--- config.mk ---
export PLATFORM = sky130hd
export DESIGN_NAME = alu_retire_unit_flat
export DESIGN_NICKNAME = d
export VERILOG_FILES = /design/src/rtl/alu_retire_unit_if.sv /design/src/rtl/alu_retire_unit.sv /design/src/flat_wrapper.sv
export SDC_FILE = /design/constraint.sdc
export NUM_CORES = 1
export LEC_CHECK = 0
export ABC_CLOCK_PERIOD_IN_PS = 2100
export CAP_MARGIN = 20
export CORE_MARGIN = 3
export CORE_UTILIZATION = 30
export DETAILED_ROUTE_END_ITERATION = 8
export GPL_TIMING_DRIVEN = 0
export SLEW_MARGIN = 20
export SYNTH_ARGS = -nofsm -noshare
export SYNTH_HDL_FRONTEND = slang
export SYNTH_SLANG_ARGS = --single-unit
--- constraint.sdc ---
create_clock -name clk -period 2.1 [get_ports clk]
set_input_delay 0.42 -clock clk [delete_from_list [all_inputs] [get_ports clk]]
set_output_delay 0.42 -clock clk [all_outputs]
set_load 0.02 [all_outputs]
--- src/rtl/alu_retire_unit_if.sv ---
// Execute-to-retire result bus: one ALU result with its destination and control tags per
// accepted valid/ready transfer.
interface alu_retire_unit_if #(
    parameter int AW = 4
) ();
    logic          ex_valid;
    logic          ex_ready;
    logic [7:0]    ex_result;
    logic          ex_cout;
    logic          ex_zero;
    logic [AW-1:0] ex_dest;
    logic          ex_wr_en;
    logic          ex_set_flags;

    modport master (
        output ex_valid,
        output ex_result,
        output ex_cout,
        output ex_zero,
        output ex_dest,
        output ex_wr_en,
        output ex_set_flags,
        input  ex_ready
    );

    modport slave (
        input  ex_valid,
        input  ex_result,
        input  ex_cout,
        input  ex_zero,
        input  ex_dest,
        input  ex_wr_en,
        input  ex_set_flags,
        output ex_ready
    );
endinterface

--- src/rtl/alu_retire_unit.sv ---
// In-order retire buffer for ALU results: register-file write port, committed Z/C flags,
// branch condition evaluation and forwarding of pending writes to operand fetch.
module alu_retire_unit #(
    parameter int DEPTH = 2,
    parameter int AW    = 4
) (
    input  logic              clk,
    input  logic              rst_n,
    alu_retire_unit_if.slave  ex,
    output logic              rf_we,
    output logic [AW-1:0]     rf_waddr,
    output logic [7:0]        rf_wdata,
    input  logic              rf_ready,
    input  logic [AW-1:0]     fwd_addr,
    output logic              fwd_hit,
    output logic [7:0]        fwd_data,
    input  logic [1:0]        cond_sel,
    output logic              cond_true,
    output logic              flags_busy,
    output logic              flag_z,
    output logic              flag_c
);
    localparam int PW = (DEPTH > 1) ? $clog2(DEPTH) : 1;
    localparam int CW = PW + 1;

    logic [PW-1:0] rd_ptr_q, rd_ptr_d;
    logic [PW-1:0] wr_ptr_q, wr_ptr_d;
    logic [CW-1:0] count_q, count_d;
    logic          flag_z_q, flag_z_d;
    logic          flag_c_q, flag_c_d;

    logic [7:0]    res_q   [DEPTH];
    logic          cout_q  [DEPTH];
    logic          zero_q  [DEPTH];
    logic [AW-1:0] dest_q  [DEPTH];
    logic          wr_en_q [DEPTH];
    logic          setf_q  [DEPTH];

    logic not_empty;
    logic head_writes;
    logic push;
    logic pop;

    assign not_empty   = (count_q != '0);
    assign head_writes = wr_en_q[rd_ptr_q] & (dest_q[rd_ptr_q] != '0);
    assign ex.ex_ready = (count_q != CW'(DEPTH));
    assign push        = ex.ex_valid & ex.ex_ready;
    // Entries that never touch the register file retire without waiting for the port
    assign pop         = not_empty & (~head_writes | rf_ready);

    assign rf_we    = not_empty & head_writes;
    assign rf_waddr = dest_q[rd_ptr_q];
    assign rf_wdata = res_q[rd_ptr_q];

    always_comb begin
        count_d  = count_q;
        rd_ptr_d = rd_ptr_q;
        wr_ptr_d = wr_ptr_q;
        flag_z_d = flag_z_q;
        flag_c_d = flag_c_q;
        if (push) begin
            wr_ptr_d = wr_ptr_q + PW'(1);
        end
        if (pop) begin
            rd_ptr_d = rd_ptr_q + PW'(1);
            if (setf_q[rd_ptr_q]) begin
                flag_z_d = zero_q[rd_ptr_q];
                flag_c_d = cout_q[rd_ptr_q];
            end
        end
        case ({push, pop})
            2'b10:   count_d = count_q + CW'(1);
            2'b01:   count_d = count_q - CW'(1);
            default: count_d = count_q;
        endcase
    end

    always_ff @(posedge clk) begin
        if (!rst_n) begin
            rd_ptr_q <= '0;
            wr_ptr_q <= '0;
            count_q  <= '0;
            flag_z_q <= 1'b0;
            flag_c_q <= 1'b0;
        end else begin
            rd_ptr_q <= rd_ptr_d;
            wr_ptr_q <= wr_ptr_d;
            count_q  <= count_d;
            flag_z_q <= flag_z_d;
            flag_c_q <= flag_c_d;
        end
    end

    // Payload storage is qualified by count, so it carries no reset
    always_ff @(posedge clk) begin
        if (push) begin
            res_q[wr_ptr_q]   <= ex.ex_result;
            cout_q[wr_ptr_q]  <= ex.ex_cout;
            zero_q[wr_ptr_q]  <= ex.ex_zero;
            dest_q[wr_ptr_q]  <= ex.ex_dest;
            wr_en_q[wr_ptr_q] <= ex.ex_wr_en;
            setf_q[wr_ptr_q]  <= ex.ex_set_flags;
        end
    end

    // Walk from oldest to youngest so the youngest match wins
    always_comb begin
        logic [PW-1:0] idx;
        idx        = '0;
        fwd_hit    = 1'b0;
        fwd_data   = '0;
        flags_busy = 1'b0;
        for (int k = 0; k < DEPTH; k++) begin
            idx = rd_ptr_q + PW'(k);
            if (CW'(k) < count_q) begin
                if (setf_q[idx]) begin
                    flags_busy = 1'b1;
                end
                if (wr_en_q[idx] && (dest_q[idx] != '0) && (dest_q[idx] == fwd_addr)) begin
                    fwd_hit  = 1'b1;
                    fwd_data = res_q[idx];
                end
            end
        end
    end

    always_comb begin
        cond_true = 1'b0;
        case (cond_sel)
            2'b00:   cond_true = flag_z_q;
            2'b01:   cond_true = ~flag_z_q;
            2'b10:   cond_true = flag_c_q;
            default: cond_true = ~flag_c_q;
        endcase
    end

    assign flag_z = flag_z_q;
    assign flag_c = flag_c_q;
endmodule

--- src/flat_wrapper.sv ---
// flat-port wrapper written by rule: the top's interface ports become plain ports
module alu_retire_unit_flat 
#(
    parameter int DEPTH = 2,
    parameter int AW    = 4
)
  (clk, rst_n, rf_we, rf_waddr, rf_wdata, rf_ready, fwd_addr, fwd_hit, fwd_data, cond_sel, cond_true, flags_busy, flag_z, flag_c, ex_ex_valid, ex_ex_result, ex_ex_cout, ex_ex_zero, ex_ex_dest, ex_ex_wr_en, ex_ex_set_flags, ex_ex_ready);
  alu_retire_unit_if #(.AW(AW)) ex_i ();
  input  logic clk;
  input  logic rst_n;
  output logic rf_we;
  output logic [AW-1:0] rf_waddr;
  output logic [7:0] rf_wdata;
  input  logic rf_ready;
  input  logic [AW-1:0] fwd_addr;
  output logic fwd_hit;
  output logic [7:0] fwd_data;
  input  logic [1:0] cond_sel;
  output logic cond_true;
  output logic flags_busy;
  output logic flag_z;
  output logic flag_c;
  input wire logic [$bits(ex_i.ex_valid)-1:0] ex_ex_valid;
  input wire logic [$bits(ex_i.ex_result)-1:0] ex_ex_result;
  input wire logic [$bits(ex_i.ex_cout)-1:0] ex_ex_cout;
  input wire logic [$bits(ex_i.ex_zero)-1:0] ex_ex_zero;
  input wire logic [$bits(ex_i.ex_dest)-1:0] ex_ex_dest;
  input wire logic [$bits(ex_i.ex_wr_en)-1:0] ex_ex_wr_en;
  input wire logic [$bits(ex_i.ex_set_flags)-1:0] ex_ex_set_flags;
  output wire logic [$bits(ex_i.ex_ready)-1:0] ex_ex_ready;
  assign ex_i.ex_valid = ex_ex_valid;
  assign ex_i.ex_result = ex_ex_result;
  assign ex_i.ex_cout = ex_ex_cout;
  assign ex_i.ex_zero = ex_ex_zero;
  assign ex_i.ex_dest = ex_ex_dest;
  assign ex_i.ex_wr_en = ex_ex_wr_en;
  assign ex_i.ex_set_flags = ex_ex_set_flags;
  assign ex_ex_ready = ex_i.ex_ready;
  alu_retire_unit #(.DEPTH(DEPTH), .AW(AW)) u_core (.clk(clk), .rst_n(rst_n), .ex(ex_i), .rf_we(rf_we), .rf_waddr(rf_waddr), .rf_wdata(rf_wdata), .rf_ready(rf_ready), .fwd_addr(fwd_addr), .fwd_hit(fwd_hit), .fwd_data(fwd_data), .cond_sel(cond_sel), .cond_true(cond_true), .flags_busy(flags_busy), .flag_z(flag_z), .flag_c(flag_c));
endmodule
; ---- Word-level counts from Yosys, hierarchy flattened
; Memories as Yosys holds them, arrays and structs flattened. A register that Yosys moved wholly into a read port is not among the register bits.
; Index checks and enable logic that the tools add are counted.
[totals]
register_bits = 4
ram_bits = 32
in_bits = 26
mem_count = 6
[memory_table]
columns = memory, depth, width, read_ports, rd_clocked_by_memory_dff, wr, line
row1 = u_core.res_q, 2, 8, 2, 1, 1, alu_retire_unit.sv:32  ; logic [7:0] res_q [DEPTH];
row2 = u_core.dest_q, 2, 4, 2, 1, 1, alu_retire_unit.sv:35  ; logic [AW-1:0] dest_q [DEPTH];
row3 = u_core.cout_q, 2, 1, 1, 1, 1, alu_retire_unit.sv:33  ; logic cout_q [DEPTH];
row4 = u_core.setf_q, 2, 1, 2, 1, 1, alu_retire_unit.sv:37  ; logic setf_q [DEPTH];
row5 = u_core.wr_en_q, 2, 1, 2, 1, 1, alu_retire_unit.sv:36  ; logic wr_en_q [DEPTH];
row6 = u_core.zero_q, 2, 1, 1, 1, 1, alu_retire_unit.sv:34  ; logic zero_q [DEPTH];
[classes]
addsub = 4
magnitude_cmp = 2
n_eq_ne = 7
mux = 24
bitwise_logic = 8
reduce_logical = 12
[ops]
columns = cell, n
row1 = two-way mux 8 bit, 4
row2 = two-way mux 1 bit, 18
row3 = equality test 4 bit, 2
row4 = nonzero test 4 bit, 2
row5 = bitwise AND 1 bit, 4
row6 = "equality test 2 x 1 -> 1 bit, second input constant", 2
row7 = "equality test 2 bit, second input constant", 2
row8 = logical AND 1 bit, 4
row9 = "< comparator 1 x 2 -> 1 bit, first input constant", 2
row10 = one-hot mux 2 bit (2 select lines), 1
row11 = nonzero test 2 bit, 2
row12 = NOT 1 bit, 3
row13 = one-hot mux 1 bit (3 select lines), 1
row14 = "adder 1 bit, second input constant", 2
row15 = "adder 2 x 1 -> 2 bit, second input constant", 1
row16 = zero test 1 bit, 2
row17 = zero test 2 bit, 1
row18 = "!= test 2 bit, second input constant", 1
row19 = AND reduction 2 bit, 1
row20 = "subtractor 2 x 1 -> 2 bit, second input constant", 1
row21 = OR 1 bit, 1

; ---- Logic depth before layout (Yosys ltp)
[logic_depth]
word_depth = 7
mapped_depth = 8

; ---- Least setup slack after synthesis
; Ideal clock, no wire load.
[synth_path]
path_type = reg-to-output
start = reg with a tool-made name
end = out fwd_data[6]
t_arrival_ns = 1.858
required_time_ns = 1.680
slack_ns = -0.178
stages_incl_launch_ff = 7
n_path_buf = 1
cell_sequence = dfxtp_1 > buf_6 > mux2_2 > xor2_1 > nor4_4 > nand3_1 > mux2i_1
[synth_lines]
columns = element, line
row1 = end: declaration, flat_wrapper.sv:17  ; output logic [7:0] fwd_data;

; ---- Final worst setup path
[layout_path]
start = in fwd_addr[2]
end = out fwd_data[6]
[layout_between]
elab_chain_cells = 6
elab_cells_between_ends = 8
cone_classes = eq/ne: 2 / mux: 4 / reduce/logical: 2
[layout_rtl]
columns = element, line
row1 = start: declaration, flat_wrapper.sv:15  ; input logic [AW-1:0] fwd_addr;
row2 = equality test 4 bit, alu_retire_unit.sv:119  ; if (wr_en_q[idx] && (dest_q[idx] != '0) && (dest_q[idx] == fwd_addr)) begin
row3 = logical AND 1 bit, alu_retire_unit.sv:119
row4 = two-way mux 8 bit, alu_retire_unit.sv:119
row5 = two-way mux 8 bit, alu_retire_unit.sv:115  ; if (CW'(k) < count_q) begin
row6 = two-way mux 8 bit, alu_retire_unit.sv:119
row7 = two-way mux 8 bit (*), alu_retire_unit.sv:115
; Mark *: on every way between the ends. The rest lies on a longest branch, timed or not.

==> results by stage <==
Critical path:
- STA puts the critical path data required time at about 1.7 ns.
- The largest stage delay on the critical path is between 0.5 and 0.6 ns.
- STA classifies the critical path startpoint as a primary input.
- On the critical path, the stage with the largest delay is an instance of clkdlybuf4s50_1.
- At the worst endpoint, the arrival time is roughly 2.2 ns.
- The element type at the critical path end is an output pin.
- The critical path goes through clkdlybuf4s50_1 -> nor3_1 -> a211oi_1 -> a211oi_2 -> buf_4 -> buf_12 -> mux2i_4 -> buf_6.
- The critical path is of the in2out type.
- The largest fanout on the critical path is 5.

Place:
- The total half-perimeter wirelength after legalization and detailed placement is roughly 3.1 mm.
- In this run the tool buffered the top-level ports with 52 buffer cells.
- The total placed instance area is 2700 sq um.
- At the end of routability-driven placement, the weighted congestion stood at around 0.67.

Floorplanning:
- Row generation in the floorplan step produced 28 rows.
- The overall die height is between 80 and 90 um.
- For this configuration, the core starts out at a cell density of approximately a third.
- In this run the horizontal extent of the chip is 86.9 um.
- The die area is 7550 sq um.
- After floorplanning, the core was sized to cover around 6000 sq um.
- During I/O placement, the number of pins put on the boundary was between 50 and 60.

Final layout:
- The finished cells cover around 3100 sq um.
- The post-route netlist has between 40% and 50% of its cells at a drive strength greater than 1.
- The library cell used most frequently in the layout, excluding fill and tap cells, is edfxtp_1.
- The number of nets in the layout is 248.
- The top cell types in the final layout, fill and taps aside, are 32 x edfxtp_1, 29 x clkdlybuf4s50_1, 15 x buf_6, 15 x mux2i_1, 12 x buf_4.
- The diode insertion count for antenna repair is 0.
- The area growth from synthesis to layout is 57.1%.

Synthesis:
- The post-synthesis instance area is between 1500 and 2000 sq um.
- The complex-gate fraction of the synthesized area is under 10%.
- After synthesis, the largest family of logic cells by area is multiplexers.
- Sequential elements use 56.1% of the synthesized area.
- The average instance in the mapped netlist occupies 13.5 sq um.
- The synthesized design contains 39 register bits.
- During synthesis, Yosys emitted a total of 0 warnings.
- The synthesized netlist devotes between 8 and 9% of its cell area to simple gates.
- The portion of synthesized area spent on multiplexers is 20.6%.
- The adder-cell area share of the yosys netlist is 2.55%.
- After technology mapping, the gate count stands at about 150.
- The synthesized netlist devotes under 10% of its cell area to XOR and XNOR gates.
- Synthesis produced a netlist with a net count of ~180.
- The number of distinct library cells after synthesis is 29.

CTS:
- The maximum level of the CTS H-tree is 2.
- The tree is rooted in a clkbuf_8.
- TritonCTS built the clock tree.
- The insertion delay to the later sink of the worst-skew pair is about 0.30 ns.
- After clock tree synthesis, the clock-pin slew on the worst setup and hold paths is about 0.080 ns.
- The clock passes through at most 2 buffers.
- The number of clock sinks is 39.
- The number of clock buffers added by TritonCTS is 5.

STA:
- In this run the tightest slew margin relative to its limit is a little under half.
- Once routing completed, OpenROAD measured the worst setup slack at -0.539 ns.
- For the pin with the worst max-slew slack, the measured transition is ~0.82 ns.
- For the finished layout, the period the worst path requires is between 2 and 3 ns.
- The minimum hold slack is 0.514 ns.
- The number of max-slew violations in the final report was 0.
- Setup violations remaining at the end of the flow were counted as 10.
- On the final layout, the worst clock skew is 0.00948 ns.
- The final worst-path cycle share is 126%.
- Setup repair after global routing could not meet its margin everywhere.
- The count of endpoints failing hold in the final timing report is 0.
- Derived from the worst setup path, the maximum achievable clock frequency is 379 MHz.

Global route:
- The total overflow left after global routing is 0.
- The maximum number of pins on one net before global-route repair is 17.
- The aggregate global-route resource usage is between 10% and 20%.
- The via count of the first global-routing pass is about 1400.
- The first-pass GRT wire length is between 7 and 8 mm.
- The initial antenna violation count is 0.

Power and ir drop:
- Net switching is a little over a third of the power.
- For this design the total switching power over the nets is between 1 and 1.5 mW.
- The worst-case IR drop observed on VDD is between 0.5 and 0.6 mV.
- Sequential cells burn about 35% of the power.
- Dividing total power by cell area gives a power density of 1030 nW/um^2.
- In this run the static leakage power is between 1 and 1.5 nW.
- The part of the power in the clock network is between 10% and 20%.
- The combinational fraction of design power is 45.7%.
- The internal power of the cells is 2.05 mW.

Detailed routing:
- After detailed routing, the total wire length is ~4.5 mm.
- The average via count per standard cell is 4.76.
- Once detail routing completed, the nets flagged for antenna violations numbered 0.
- The detailed router finished its first iteration with 28 violations.
- The via count is ~1400.
- The DRC violation count after routing is 0.
- After detailed routing, the average wire length per cell comes to about 15 um.
- The first-pass detailed-route iteration total is 4.

Worst hold path:
- The class of the tightest hold or removal check is reg2reg.

Flow run:
- Across the run, the number of max-cap violations was 0.

Status:
- The final reports fail on setup timing.
- The run finished, with violations left.
power by group through the flow:
stage          clock network (mW)  logic (mW)  registers, mW
2_1_floorplan                   0       0.830           1.08
3_3_place_gp                    0        1.27           1.08
3_5_place_dp                    0        1.29           1.08
4_1_cts                     0.646        1.41           1.07
5_1_grt                     0.673        1.56           1.11
6_report                    0.624        1.44           1.09
cell usage after synthesis, drive strengths merged:
| master | n | area share, % |
|---|---|---|
| nor4 | 1 | 1.1 |
| nor3 | 4 | 1.0 |
| xnor2 | 2 | 0.89 |
| edfxtp | 32 | 49 |
| a211oi | 5 | 1.9 |
| ha | 4 | 2.6 |
| nand2b | 1 | 0.32 |
| a21o | 1 | 0.38 |
| inv | 5 | 0.96 |
| nand4 | 1 | 0.32 |
| dfxtp | 7 | 7.1 |
| and3b | 1 | 0.45 |
| nor2b | 1 | 0.32 |
| mux2 | 13 | 7.8 |
| o21ai | 1 | 0.25 |
| buf | 6 | 2.0 |
| xor2 | 10 | 4.8 |
| and3 | 1 | 0.32 |
| mux2i | 25 | 13 |
| a32oi | 1 | 0.45 |
| or2 | 1 | 0.32 |
| nor2 | 10 | 1.9 |
| nand2 | 1 | 0.19 |
| a21oi | 3 | 0.77 |
| nand3 | 8 | 2.0 |
repair_timing:
action	4_1_cts	5_1_grt
hold endpoints to repair	0	0
buffers inserted	9	4
pin swaps	4	4
gates resized for setup	108	16
setup endpoints to repair	20	22
hold buffers	0	0
cloned	3	0
worst max-delay path, delay by kind of cell:
kind            cells  cell delay [ns]
buf+inv             4             0.96
compound gates      2             0.35
mux                 1             0.24
simple gates        1             0.25
per-stage QoR:
stage | power (mW) | std cells | setup slack, ns | TNS, ns | utilization (%)
after detailed placement | 2.37 | 273 | -1.07 | -9.84 | 44.1
after CTS | 3.13 | 293 | -0.507 | -4.58 | 49.2
after floorplan | 1.91 | 145 | -0.103 | -0.719 | -
after global placement | 2.35 | 272 | -1.06 | -16.54 | 43.8
final | 3.16 | 294 | -0.539 | -4.50 | 50.3
after global routing | 3.35 | 294 | -0.671 | -5.74 | 50.3
worst paths after layout:
check,start,to,slack [ns],cells past startpoint
setup / recovery,fwd_addr[2],fwd_data[6],-0.54,8
hold / removal,u_core.count_q[1],u_core.count_q[1],0.51,2
setup reg to reg,u_core.dest_q[1][3],u_core.count_q[1],0.19,8
hold reg to reg,u_core.count_q[1],u_core.count_q[1],0.51,2
sequential cells by signal (all words and copies together), names as in the netlist, named ones only:
register         count
u_core.res_q        16
u_core.dest_q        8
u_core.count_q       2
u_core.cout_q        2
u_core.setf_q        2
u_core.wr_en_q       2
u_core.zero_q        2
u_core.flag_c        1
u_core.flag_z        1
u_core.rd_ptr_q      1
u_core.wr_ptr_q      1
cell families (layout without fill, tap and decap cells):
logic type | after synthesis | in the layout
and+or+nand+nor | 30 | 30
muxes | 38 | 38
AOI/OAI and AO/OA | 11 | 11
adders and majority gates | 4 | 4
buffers and inverters | 11 | 85
xor gates and xnor gates | 12 | 12
DFF | 39 | 39
layer usage:
| layer | global-route usage [%] | part of all wire (%) |
|---|---|---|
| met5 | 0 | 0 |
| met1 | 16.0 | 43 |
| met4 | 4.25 | 1.4 |
| met2 | 20.9 | 48 |
| met3 | 3.78 | 7.2 |
area by class of cell:
class,instances,area [sq um]
flip-flops and latches,39,1110
well taps,75,93.8
clock inverters,3,43.8
fillers,543,3050
plain buffers,5,68.8
multi-input cells,95,1030
inverters,5,18.8
repair buffers,67,651
clock buffers,5,68.8
No activity file was read; power rests on OpenSTA's default activity.
